`src/rtl/csa_pipelined_adder.sv`:
```
// csa_pipelined_adder: pipelined carry-skip adder/subtractor, one skip group per stage
// Stage k adds group k and forwards the untouched upper operand bits to stage k+1.
module csa_pipelined_adder #(
    parameter int WIDTH = 32,
    parameter int BLOCK = 8
) (
    input  logic             clk,
    input  logic             rst_n,
    input  logic             in_valid,
    output logic             in_ready,
    input  logic [WIDTH-1:0] a,
    input  logic [WIDTH-1:0] b,
    input  logic             cin,
    input  logic             sub,
    output logic             out_valid,
    input  logic             out_ready,
    output logic [WIDTH-1:0] sum,
    output logic             cout,
    output logic             ovf
);
    localparam int N = WIDTH / BLOCK;
    if (WIDTH % BLOCK != 0) begin : g_bad_cfg
        $error("csa_pipelined_adder: WIDTH must be a multiple of BLOCK");
    end
    logic en;
    assign en       = !out_valid || out_ready;
    assign in_ready = en;
    for (genvar k = 0; k < N; k++) begin : g_st
        localparam int IW = WIDTH - k * BLOCK;
        localparam int SW = (k + 1) * BLOCK;
        logic [IW-1:0]    ai, bi;
        logic             ci, vi, rc, cn, v_q, c_q;
        logic [BLOCK-1:0] gs;
        logic [SW-1:0]    s_n, s_q;
        if (k == 0) begin : g_in
            assign ai  = a;
            assign bi  = sub ? ~b : b;
            assign ci  = sub | cin;
            assign vi  = in_valid;
            assign s_n = gs;
        end else begin : g_in
            assign ai  = g_st[k-1].g_fw.a_q;
            assign bi  = g_st[k-1].g_fw.b_q;
            assign ci  = g_st[k-1].c_q;
            assign vi  = g_st[k-1].v_q;
            assign s_n = {gs, g_st[k-1].s_q};
        end
        assign {rc, gs} = {1'b0, ai[BLOCK-1:0]} + {1'b0, bi[BLOCK-1:0]} + {{BLOCK{1'b0}}, ci};
        // skip mux: an all-propagate group passes its incoming carry straight through
        assign cn = &(ai[BLOCK-1:0] ^ bi[BLOCK-1:0]) ? ci : rc;
        always_ff @(posedge clk or negedge rst_n) begin
            if (!rst_n) begin
                v_q <= 1'b0;
                c_q <= 1'b0;
                s_q <= '0;
            end else if (en) begin
                v_q <= vi;
                c_q <= cn;
                s_q <= s_n;
            end
        end
        if (IW > BLOCK) begin : g_fw
            logic [IW-BLOCK-1:0] a_q, b_q;
            always_ff @(posedge clk or negedge rst_n) begin
                if (!rst_n) begin
                    a_q <= '0;
                    b_q <= '0;
                end else if (en) begin
                    a_q <= ai[IW-1:BLOCK];
                    b_q <= bi[IW-1:BLOCK];
                end
            end
        end
        if (k == N - 1) begin : g_ovf
            logic o_q;
            // carry into the MSB is recovered from the MSB operand and sum bits
            always_ff @(posedge clk or negedge rst_n) begin
                if (!rst_n)
                    o_q <= 1'b0;
                else if (en)
                    o_q <= ai[BLOCK-1] ^ bi[BLOCK-1] ^ gs[BLOCK-1] ^ cn;
            end
        end
    end
    assign out_valid = g_st[N-1].v_q;
    assign sum       = g_st[N-1].s_q;
    assign cout      = g_st[N-1].c_q;
    assign ovf       = g_st[N-1].g_ovf.o_q;
endmodule

```
`config.mk`:
```
export PLATFORM = sky130hd
export DESIGN_NAME = csa_pipelined_adder
export DESIGN_NICKNAME = d
export VERILOG_FILES = /design/src/rtl/csa_pipelined_adder.sv
export SDC_FILE = /design/constraint.sdc
export NUM_CORES = 1
export LEC_CHECK = 0
export ABC_AREA = 1
export CORE_ASPECT_RATIO = 1.25
export CORE_MARGIN = 4
export CORE_UTILIZATION = 56
export CTS_CLUSTER_DIAMETER = 60
export DETAILED_ROUTE_END_ITERATION = 10
export PLACE_DENSITY = 0.78
export SYNTH_ARGS = -nofsm -noshare
export SYNTH_HDL_FRONTEND = slang
export SYNTH_SLANG_ARGS = --single-unit
```
`constraint.sdc`:
```
create_clock -name clk -period 2.31 [get_ports clk]
set_input_delay 0.462 -clock clk [delete_from_list [all_inputs] [get_ports clk]]
set_output_delay 0.462 -clock clk [all_outputs]
set_load 0.02 [all_outputs]
```
==> results of run 1 <==
[synth_stat cells, drive strengths merged, types with 5 or more instances]
cell type and n:
a21oi 22, buf 36, clkbuf 8, dfrtp 185
fa 8, ha 32, inv 74, nand2 453
nand3 26, nand4 5, nor2 18, o21ai 91
xnor2 32, xor2 10
[worst paths after layout]
kind | start | end | slack, ns | depth (start not counted)
max | out_ready | in_ready | 0.13 | 4
max reg2reg | g_st[2].c_q | ovf | 0.27 | 12
min | g_st[2].s_q[1] | sum[1] | 0.47 | 2
min in group asynchronous | rst_n | g_st[0].s_q[4] | 0.48 | 2
min reg2reg | g_st[2].s_q[1] | sum[1] | 0.47 | 2
max in group asynchronous | rst_n | sum[14] | 1.15 | 3
[cells in the final DEF, fill, tap and decap left out, types with 7 or more instances in the layout]
cell | Yosys | final
nand2_1 | 453 | 453
dfrtp_1 | 185 | 185
clkdlybuf4s50_1 | 0 | 103
o21ai_0 | 80 | 80
inv_1 | 73 | 73
ha_1 | 32 | 32
xnor2_1 | 32 | 31
nand3_1 | 26 | 26
a21oi_1 | 22 | 22
nor2_1 | 17 | 17
clkbuf_16 | 0 | 17
o21ai_1 | 11 | 11
xor2_1 | 10 | 10
fa_1 | 8 | 8
buf_4 | 8 | 7
[layout make-up]
class / instances / area, um^2
Inverter: 74 / 280
Clock buffer: 17 / 425
Multi-Input combinational cell: 709 / 3520
Tap cell: 208 / 260
Fill cell: 1203 / 4570
Sequential cell: 185 / 4630
Timing Repair Buffer: 118 / 1210
Clock inverter: 15 / 184
[per-stage QoR]
| step | hold slack [ns] | total power (W) |
|---|---|---|
| global placement | 0.358 | 0.0109 |
| finish | 0.468 | 0.0141 |
| global route | 0.490 | 0.0153 |
| detailed placement | 0.360 | 0.0112 |
| CTS | 0.469 | 0.0142 |
| floorplan | 0.166 | 0.00930 |
[logic make-up after synthesis]
| kind of cell | count (synthesis) |
|---|---|
| AND/OR/NAND/NOR | 507 |
| flip-flops | 185 |
| AO/OA/AOI/OAI | 120 |
| buffers and inverters | 118 |
| XOR/XNOR | 42 |
| adder cells (fa/ha/maj) | 40 |
[flip-flops by register name (all words and copies together) (netlist names)]
name,cells
g_st.v_q,3
g_st.g_fw.b_q,48
out_valid,1
ovf,1
g_st.g_fw.a_q,48
sum,32
g_st.s_q,48
g_st.c_q,3
cout,1
[critical path, cell delays in order]
cell and delay, ns:
clkdlybuf4s50_1 0.51, nor2_4 0.07, inv_4 0.06, clkdlybuf4s50_1 0.62
[routing by layer]
metal	wire length (um)	up-vias	track usage, %
met3	692	20	3.43
met4	247	0	6.61
met1	7940	3056	28.3
li1	-	3340	-
met2	8250	125	33.5
met5	0	-	0
[power by group through the flow]
stage / Clock (W) / Sequential, W / Combinational, W
final: 0.00292 / 0.00553 / 0.00566
after CTS: 0.00297 / 0.00553 / 0.00570
after floorplan: 0 / 0.00571 / 0.00360
after global routing: 0.00311 / 0.00572 / 0.00645
after global placement: 0 / 0.00553 / 0.00542
after detailed placement: 0 / 0.00557 / 0.00559
==> results.py, run 1 <==
metrics = {
    "routing": {
        "wl_per_cell_um": 12.9,
        "drc": 0,
        "drt-total-wl_um": 17100,
        "vias": 6541,
        "drt-initial-drc-count": 405,
        "drtAntennaViolNets": 0,
        "firstDrtPassIters": 4,
        "vias_per_cell": 4.93,
    },
    "sta": {
        "worstMarginPinSlew_ns": 0.728,
        "hold_viol_final": 0,
        "fin_tns_setup_ns": 0,
        "rsz0062_at_grt": "false",
        "post-route-period-util_pct": 94.3,
        "maxSlewHeadroom_pct": 51.5,
        "max_freq_ghz": 0.459,
        "setup_viol": 0,
        "fin_ws_ns": 0.132,
        "skew_ns": 0.00956,
        "maxSlewViolCount": 0,
        "fin_crit_ns": 2.18,
    },
    "synth": {
        "synth.avg_cell_area_um2": 8.55,
        "netlist_area_um2": 8660,
        "synth-async-reset-ratio_pct": 100,
        "yosysTopAreaCellShare_pct": 53.5,
        "synth-adder-area-share_pct": 6.48,
        "yosysUniqueCellTypes": 25,
        "ys_ff_latch": 185,
        "yosys.area.top_type": "dfrtp_1",
        "synthSimpleGateAreaFrac_pct": 22.8,
        "syn_inst": 1012,
        "synth_seq_area_share_pct": 53.5,
        "synth.area.top_cells": "dfrtp_1 53%, nand2_1 20%, ha_1 4.6%",
        "synthXorXnorAreaFrac_pct": 4.25,
        "synth_compound_gate_area_share_pct": 7.10,
        "muxShareOfSynthArea_pct": 0,
        "synth_top_family_by_area": "simple AND/OR/NAND/NOR gates",
        "synth_edf_count": 0,
        "syn_nets": 1122,
        "ys_warn_count": 0,
        "synth_ff_type": "dfrtp_1",
    },
    "cts": {
        "htreeDepth": 4,
        "cts_made_buffers": 17,
        "post-cts-setup-buffers": 0,
        "cts_tree": "built",
        "clock_path_buffers": 2,
        "clock_latency_ns": 0.43,
        "cts.sinks": 185,
        "cts.hold.buffers_added": 1,
        "ctsRootBufferMaster": "clkbuf_16",
        "path_clk_slew_ns": 0.07,
        "cts_resized": 0,
    },
    "cells_and_area": {
        "nNetsFinal": 1215,
        "stdcell_area_um2": 10500,
        "syn_to_final_growth_pct": 21.4,
        "fin_cells": 1326,
        "layout-drive-gt1-share_pct": 4.47,
        "antennaDiodeCount": 0,
        "fin_util_pct": 69.7,
    },
    "hold_path": {
        "hold_path.class": "reg -> reg",
    },
    "power": {
        "pwr-share-comb_pct": 40.1,
        "pwr-share-seq_pct": 39.2,
        "sw_frac_of_total_pct": 39.6,
        "p_sw_w": 0.00559,
        "ir_drop_mv": 0.591,
        "p_int_w": 0.00852,
        "power_density_nw_per_um2": 1340,
        "power_leakage_nw": 5.30,
        "p_clk_share_pct": 20.7,
    },
    "grt": {
        "antenna_found_initial": 0,
        "overflow": 0,
        "grt_pass1_vias": 6415,
        "grt_max_degree": 155,
        "grt_pass1_wl_um": 29700,
        "track_usage_pct": 20.5,
    },
    "run": {
        "maxCapViolations": 0,
    },
    "placement": {
        "portBuffers": 105,
        "place_hpwl_um": 11400,
        "place_area_um2": 9890,
        "gp_congestion": 0.845,
        "place_inst": 1293,
        "post-place-ws_ns": -0.163,
    },
    "setup_path": {
        "worst_setup_path_start_kind": "primary input",
        "path_max_fanout": 2,
        "cp-end-kind": "output port",
        "critPathRequiredTime_ns": 1.85,
        "worst-setup-path-type": "in -> out",
        "crit_arrival_ns": 1.72,
    },
    "floorplanning": {
        "rows": 50,
        "die_y_um": 147,
        "io_pins": 106,
        "dieArea_um2": 17500,
        "initial_core_util_pct": 57.4,
        "die_w_um": 119,
        "core-area_um2": 15100,
    },
    "status": {
        "outcome": "completed",
    },
}
Power figures use the tool's default switching activity.
==> run 2: changes to the inputs <==
Settings changed: CORE_UTILIZATION 56 to 58, CTS_BUF_LIST set to sky130_fd_sc_hd__clkbuf_4, PLACE_DENSITY 0.78 to 0.81.
==> results.py, run 2 (synthesized netlist as in run 1, its figures left out) <==
metrics = {
    "setup_path": {
        "r2r_end": "g_st[1].s_q[14]",
        "cp_slowest_cell": "clkdlybuf4s50_1",
        "rrSetupSlack_ns": 0.37,
        "crit_family": "buffers and inverters",
        "crit_arrival_ns": 1.63,
        "crit_buf_inv": 1,
        "crit_start": "sum[27]",
        "cp-end-kind": "output port",
        "crit_end": "sum[27]",
        "critPathRequiredTime_ns": 1.85,
        "worst_setup_path_start_kind": "flip-flop",
        "worst-setup-path-type": "reg -> out",
        "path_max_fanout": 2,
        "path_depth": 1,
        "crit_chain": "clkdlybuf4s50_1",
        "worstReg2RegStart": "g_st[0].c_q",
        "slowest_delay_ns": 0.64,
        "rr_worst_depth": 12,
    },
    "routing": {
        "drt-initial-drc-count": 437,
        "wl_per_cell_um": 12.9,
        "drtAntennaViolNets": 0,
        "firstDrtPassIters": 5,
        "vias_per_cell": 5.05,
        "vias": 6599,
        "drt-total-wl_um": 16900,
        "drc": 0,
    },
    "grt": {
        "grt_pass1_wl_um": 29300,
        "grt_pass1_vias": 6449,
        "antenna_found_initial": 2,
        "track_usage_pct": 21.6,
        "grt_max_degree": 74,
        "overflow": 0,
    },
    "power": {
        "ir_drop_mv": 0.457,
        "power_leakage_nw": 5.21,
        "power_density_nw_per_um2": 1260,
    },
    "cts": {
        "ctsRootBufferMaster": "clkbuf_4",
        "post-cts-setup-buffers": 0,
        "cts_made_buffers": 17,
        "htreeDepth": 4,
        "clock_path_buffers": 2,
        "path_clk_slew_ns": 0.17,
        "clock_latency_ns": 0.59,
        "cts_tree": "built",
        "cts.sinks": 185,
    },
    "sta": {
        "fin_crit_ns": 2.09,
        "holdWs_ns": 0.404,
        "setup_viol": 0,
        "hold_viol_final": 0,
        "worstMarginPinSlew_ns": 0.542,
        "rsz0062_at_grt": "false",
        "post-route-period-util_pct": 90.5,
        "max_freq_ghz": 0.478,
        "maxSlewHeadroom_pct": 63.9,
        "maxSlewViolCount": 0,
        "skew_ns": 0.0249,
    },
    "cells_and_area": {
        "stdcell_area_um2": 10200,
        "layout_commonest_cell": "nand2_1",
        "layout-drive-gt1-share_pct": 5.32,
        "nNetsFinal": 1224,
        "fillCellCount": 1145,
        "layout_common_cells": "453 x nand2_1, 185 x dfrtp_1, 102 x clkdlybuf4s50_1",
        "syn_to_final_growth_pct": 18.4,
        "reg_top3": "g_st.g_fw.a_q x48, g_st.g_fw.b_q x48, g_st.s_q x48",
    },
    "placement": {
        "place_hpwl_um": 12200,
        "portBuffers": 105,
        "place_area_um2": 9970,
        "gp_congestion": 0.874,
    },
    "floorplanning": {
        "rows": 49,
        "core-area_um2": 14500,
        "die_w_um": 117,
        "die_y_um": 145,
        "initial_core_util_pct": 59.6,
        "dieArea_um2": 17000,
        "io_pins": 106,
    },
    "hold_path": {
        "hold_path.class": "in -> reg",
        "worstHoldStart": "a[13]",
    },
    "run": {
        "maxCapViolations": 0,
    },
    "status": {
        "outcome": "completed",
    },
}
## run 2: cell count changes in the layout (fill, tap and decap cells not counted), sizes merged
| cell | delta |
|---|---|
| clkdlybuf4s50 | -1 |
| bufinv | -1 |
| clkbuf | +1 |
| buf | +10 |
| diode | +1 |
| clkinv | -1 |
| clkinvlp | +1 |
## run 2: cell type report
class	count	area, um^2	share of cell area [%]
Timing Repair Buffer	127	1330	12.9
Clock inverter	14	131	1.28
Inverter	74	280	2.73
Clock buffer	18	135	1.32
Multi-Input combinational cell	709	3520	34.4
Sequential cell	185	4630	45.2
Antenna cell	1	2.50	0.0244
Tap cell	178	223	2.17
## run 2: where the power goes
group	internal, W	switching (W)	leakage [nW]
sequential	0.00466	0.000816	2.24
combinational	0.00236	0.00337	2.82
clock	0.000486	0.00118	0.148
total	0.00751	0.00537	5.21
## run 2: metal layers
metal  share of wire, %  GRT usage [%]  wire [um]
met3                4.7           4.40        789
met1                 46           30.2       7810
met4                1.4           6.10        235
met2                 48           34.5       8040
met5              0.047              0          8
## run 2: per-stage QoR
| stage | instances | total power (W) | utilization [%] | setup WS (ns) | TNS (ns) |
|---|---|---|---|---|---|
| 4_1_cts | 1305 | 0.0130 | 70.5 | 0.172 | 0 |
| 2_1_floorplan | 1012 | 0.00930 | - | 0.0278 | 0 |
| 5_1_grt | 1306 | 0.0141 | 70.5 | 0.131 | 0 |
| 3_5_place_dp | 1272 | 0.0113 | 68.6 | -0.236 | -0.496 |
| 6_report | 1306 | 0.0129 | 70.5 | 0.218 | 0 |
| 3_3_place_gp | 1272 | 0.0111 | 68.6 | -0.143 | -0.236 |
## run 2: how the worst min path moves through the flow
stage,depth (start not counted),endpoint
2_1_floorplan,0,cout
3_3_place_gp,2,out_valid
3_5_place_dp,2,out_valid
4_1_cts,3,g_st[0].g_fw.a_q[5]
5_1_grt,3,g_st[0].g_fw.a_q[6]
6_report,3,g_st[0].g_fw.a_q[5]
## run 2: repair_timing
item | in CTS | in global routing
hold buffers | 1 | 0
gates resized for setup | 0 | 0
endpoints found under the hold margin | 52 | 0
==> run 3: changes to the inputs <==
Settings changed: PLACE_DENSITY 0.81 to 0.91.
==> results.py, run 3 (synthesized netlist as in run 1, its figures left out) <==
metrics = {
    "cells_and_area": {
        "syn_to_final_growth_pct": 17.8,
        "nNetsFinal": 1221,
        "fin_util_pct": 70.2,
        "fillCellCount": 1096,
        "reg_top3": "g_st.g_fw.a_q x48, g_st.g_fw.b_q x48, g_st.s_q x48",
        "layout_commonest_cell": "nand2_1",
        "layout_common_cells": "453 x nand2_1, 185 x dfrtp_1, 102 x clkdlybuf4s50_1",
        "layout-drive-gt1-share_pct": 4.98,
        "stdcell_area_um2": 10200,
    },
    "sta": {
        "hold_viol_final": 0,
        "fin_crit_ns": 2.09,
        "setup_viol": 0,
        "post-route-period-util_pct": 90.3,
        "max_freq_ghz": 0.479,
        "skew_ns": 0.0195,
        "rsz0062_at_grt": "false",
        "holdWs_ns": 0.407,
        "maxSlewViolCount": 0,
        "fin_tns_setup_ns": 0,
        "worstMarginPinSlew_ns": 0.543,
        "maxSlewHeadroom_pct": 63.8,
    },
    "routing": {
        "drc": 0,
        "firstDrtPassIters": 5,
        "wl_per_cell_um": 13.2,
        "vias": 6652,
        "drt-initial-drc-count": 422,
        "drt-total-wl_um": 17100,
        "vias_per_cell": 5.11,
        "drtAntennaViolNets": 0,
    },
    "setup_path": {
        "cp_slowest_cell": "clkdlybuf4s50_1",
        "crit_chain": "clkdlybuf4s50_1",
        "crit_arrival_ns": 1.62,
        "rrSetupSlack_ns": 0.34,
        "cp-end-kind": "output port",
        "r2r_end": "ovf",
        "crit_start": "cout",
        "worst-setup-path-type": "reg -> out",
        "path_depth": 1,
        "worst_setup_path_start_kind": "flip-flop",
        "crit_family": "buffers and inverters",
        "slowest_delay_ns": 0.63,
        "rr_worst_depth": 12,
        "worstReg2RegStart": "g_st[2].c_q",
        "crit_end": "cout",
        "critPathRequiredTime_ns": 1.85,
        "crit_buf_inv": 1,
        "path_max_fanout": 2,
    },
    "floorplanning": {
        "initial_core_util_pct": 59.6,
        "die_w_um": 117,
        "core-area_um2": 14500,
        "die_y_um": 145,
        "io_pins": 106,
        "dieArea_um2": 17000,
        "rows": 49,
    },
    "run": {
        "maxCapViolations": 0,
    },
    "hold_path": {
        "hold_path.class": "in -> async",
    },
    "cts": {
        "ctsRootBufferMaster": "clkbuf_4",
        "path_clk_slew_ns": 0.14,
        "cts.hold.buffers_added": 1,
        "clock_path_buffers": 2,
        "cts_resized": 0,
        "post-cts-setup-buffers": 0,
        "clock_latency_ns": 0.58,
        "cts.sinks": 185,
        "cts_tree": "built",
        "cts_made_buffers": 17,
        "htreeDepth": 4,
    },
    "placement": {
        "portBuffers": 105,
        "place_area_um2": 9950,
        "gp_congestion": 0.894,
        "place_hpwl_um": 12600,
    },
    "grt": {
        "antenna_found_initial": 1,
        "grt_pass1_wl_um": 29200,
        "grt_max_degree": 80,
        "track_usage_pct": 21.8,
        "grt_pass1_vias": 6310,
        "overflow": 0,
    },
    "power": {
        "power_density_nw_per_um2": 1260,
        "power_leakage_nw": 5.18,
        "ir_drop_mv": 0.555,
    },
    "status": {
        "outcome": "completed",
    },
}
## run 3: cell count changes in the layout (fill, tap and decap cells not counted)
cell,delta
clkinv_8,-1
inv_8,-4
buf_4,-3
clkinv_1,+1
clkinv_4,+2
clkinv_2,+2
## run 3: final cells by class
type	count	area [um^2]	area share, %
antenna	1	2.50	0.0245
clock buffer	18	135	1.33
clock inverter	14	101	0.994
inverter	74	280	2.75
multi-input combinational	709	3520	34.5
sequential	185	4630	45.4
tap	178	223	2.18
timing repair buffer	124	1300	12.8
## run 3: per-layer routing
| layer | wire length (um) | GRT usage, % |
|---|---|---|
| met1 | 7590 | 29.6 |
| met2 | 8280 | 34.5 |
| met3 | 850 | 4.44 |
| met4 | 418 | 8.64 |
| met5 | 0 | 0 |
## run 3: report_power, final
group	internal (W)	leakage, nW	switching [W]
Combinational	0.00235	2.81	0.00342
Sequential	0.00467	2.24	0.000854
Clock	0.000443	0.134	0.00109
Total	0.00746	5.18	0.00536
## run 3: how the worst min path moves through the flow
stage,start,endpoint,slack [ns]
5_1_grt,a[9],g_st[0].g_fw.a_q[1],0.38
3_3_place_gp,g_st[0].s_q[3],g_st[1].s_q[3],0.45
2_1_floorplan,rst_n,cout,0.17
6_report,rst_n,g_st[1].s_q[0],0.41
3_5_place_dp,g_st[2].s_q[9],sum[9],0.45
4_1_cts,a[9],g_st[0].g_fw.a_q[1],0.37
## run 3: stage by stage
stage / instances / worst slack [ns] / total power [W]
after floorplan: 1012 / 0.0278 / 0.00930
after global placement: 1269 / -0.180 / 0.0110
after detailed placement: 1269 / -0.218 / 0.0113
after CTS: 1302 / 0.202 / 0.0129
after global routing: 1303 / 0.154 / 0.0140
final: 1303 / 0.224 / 0.0128
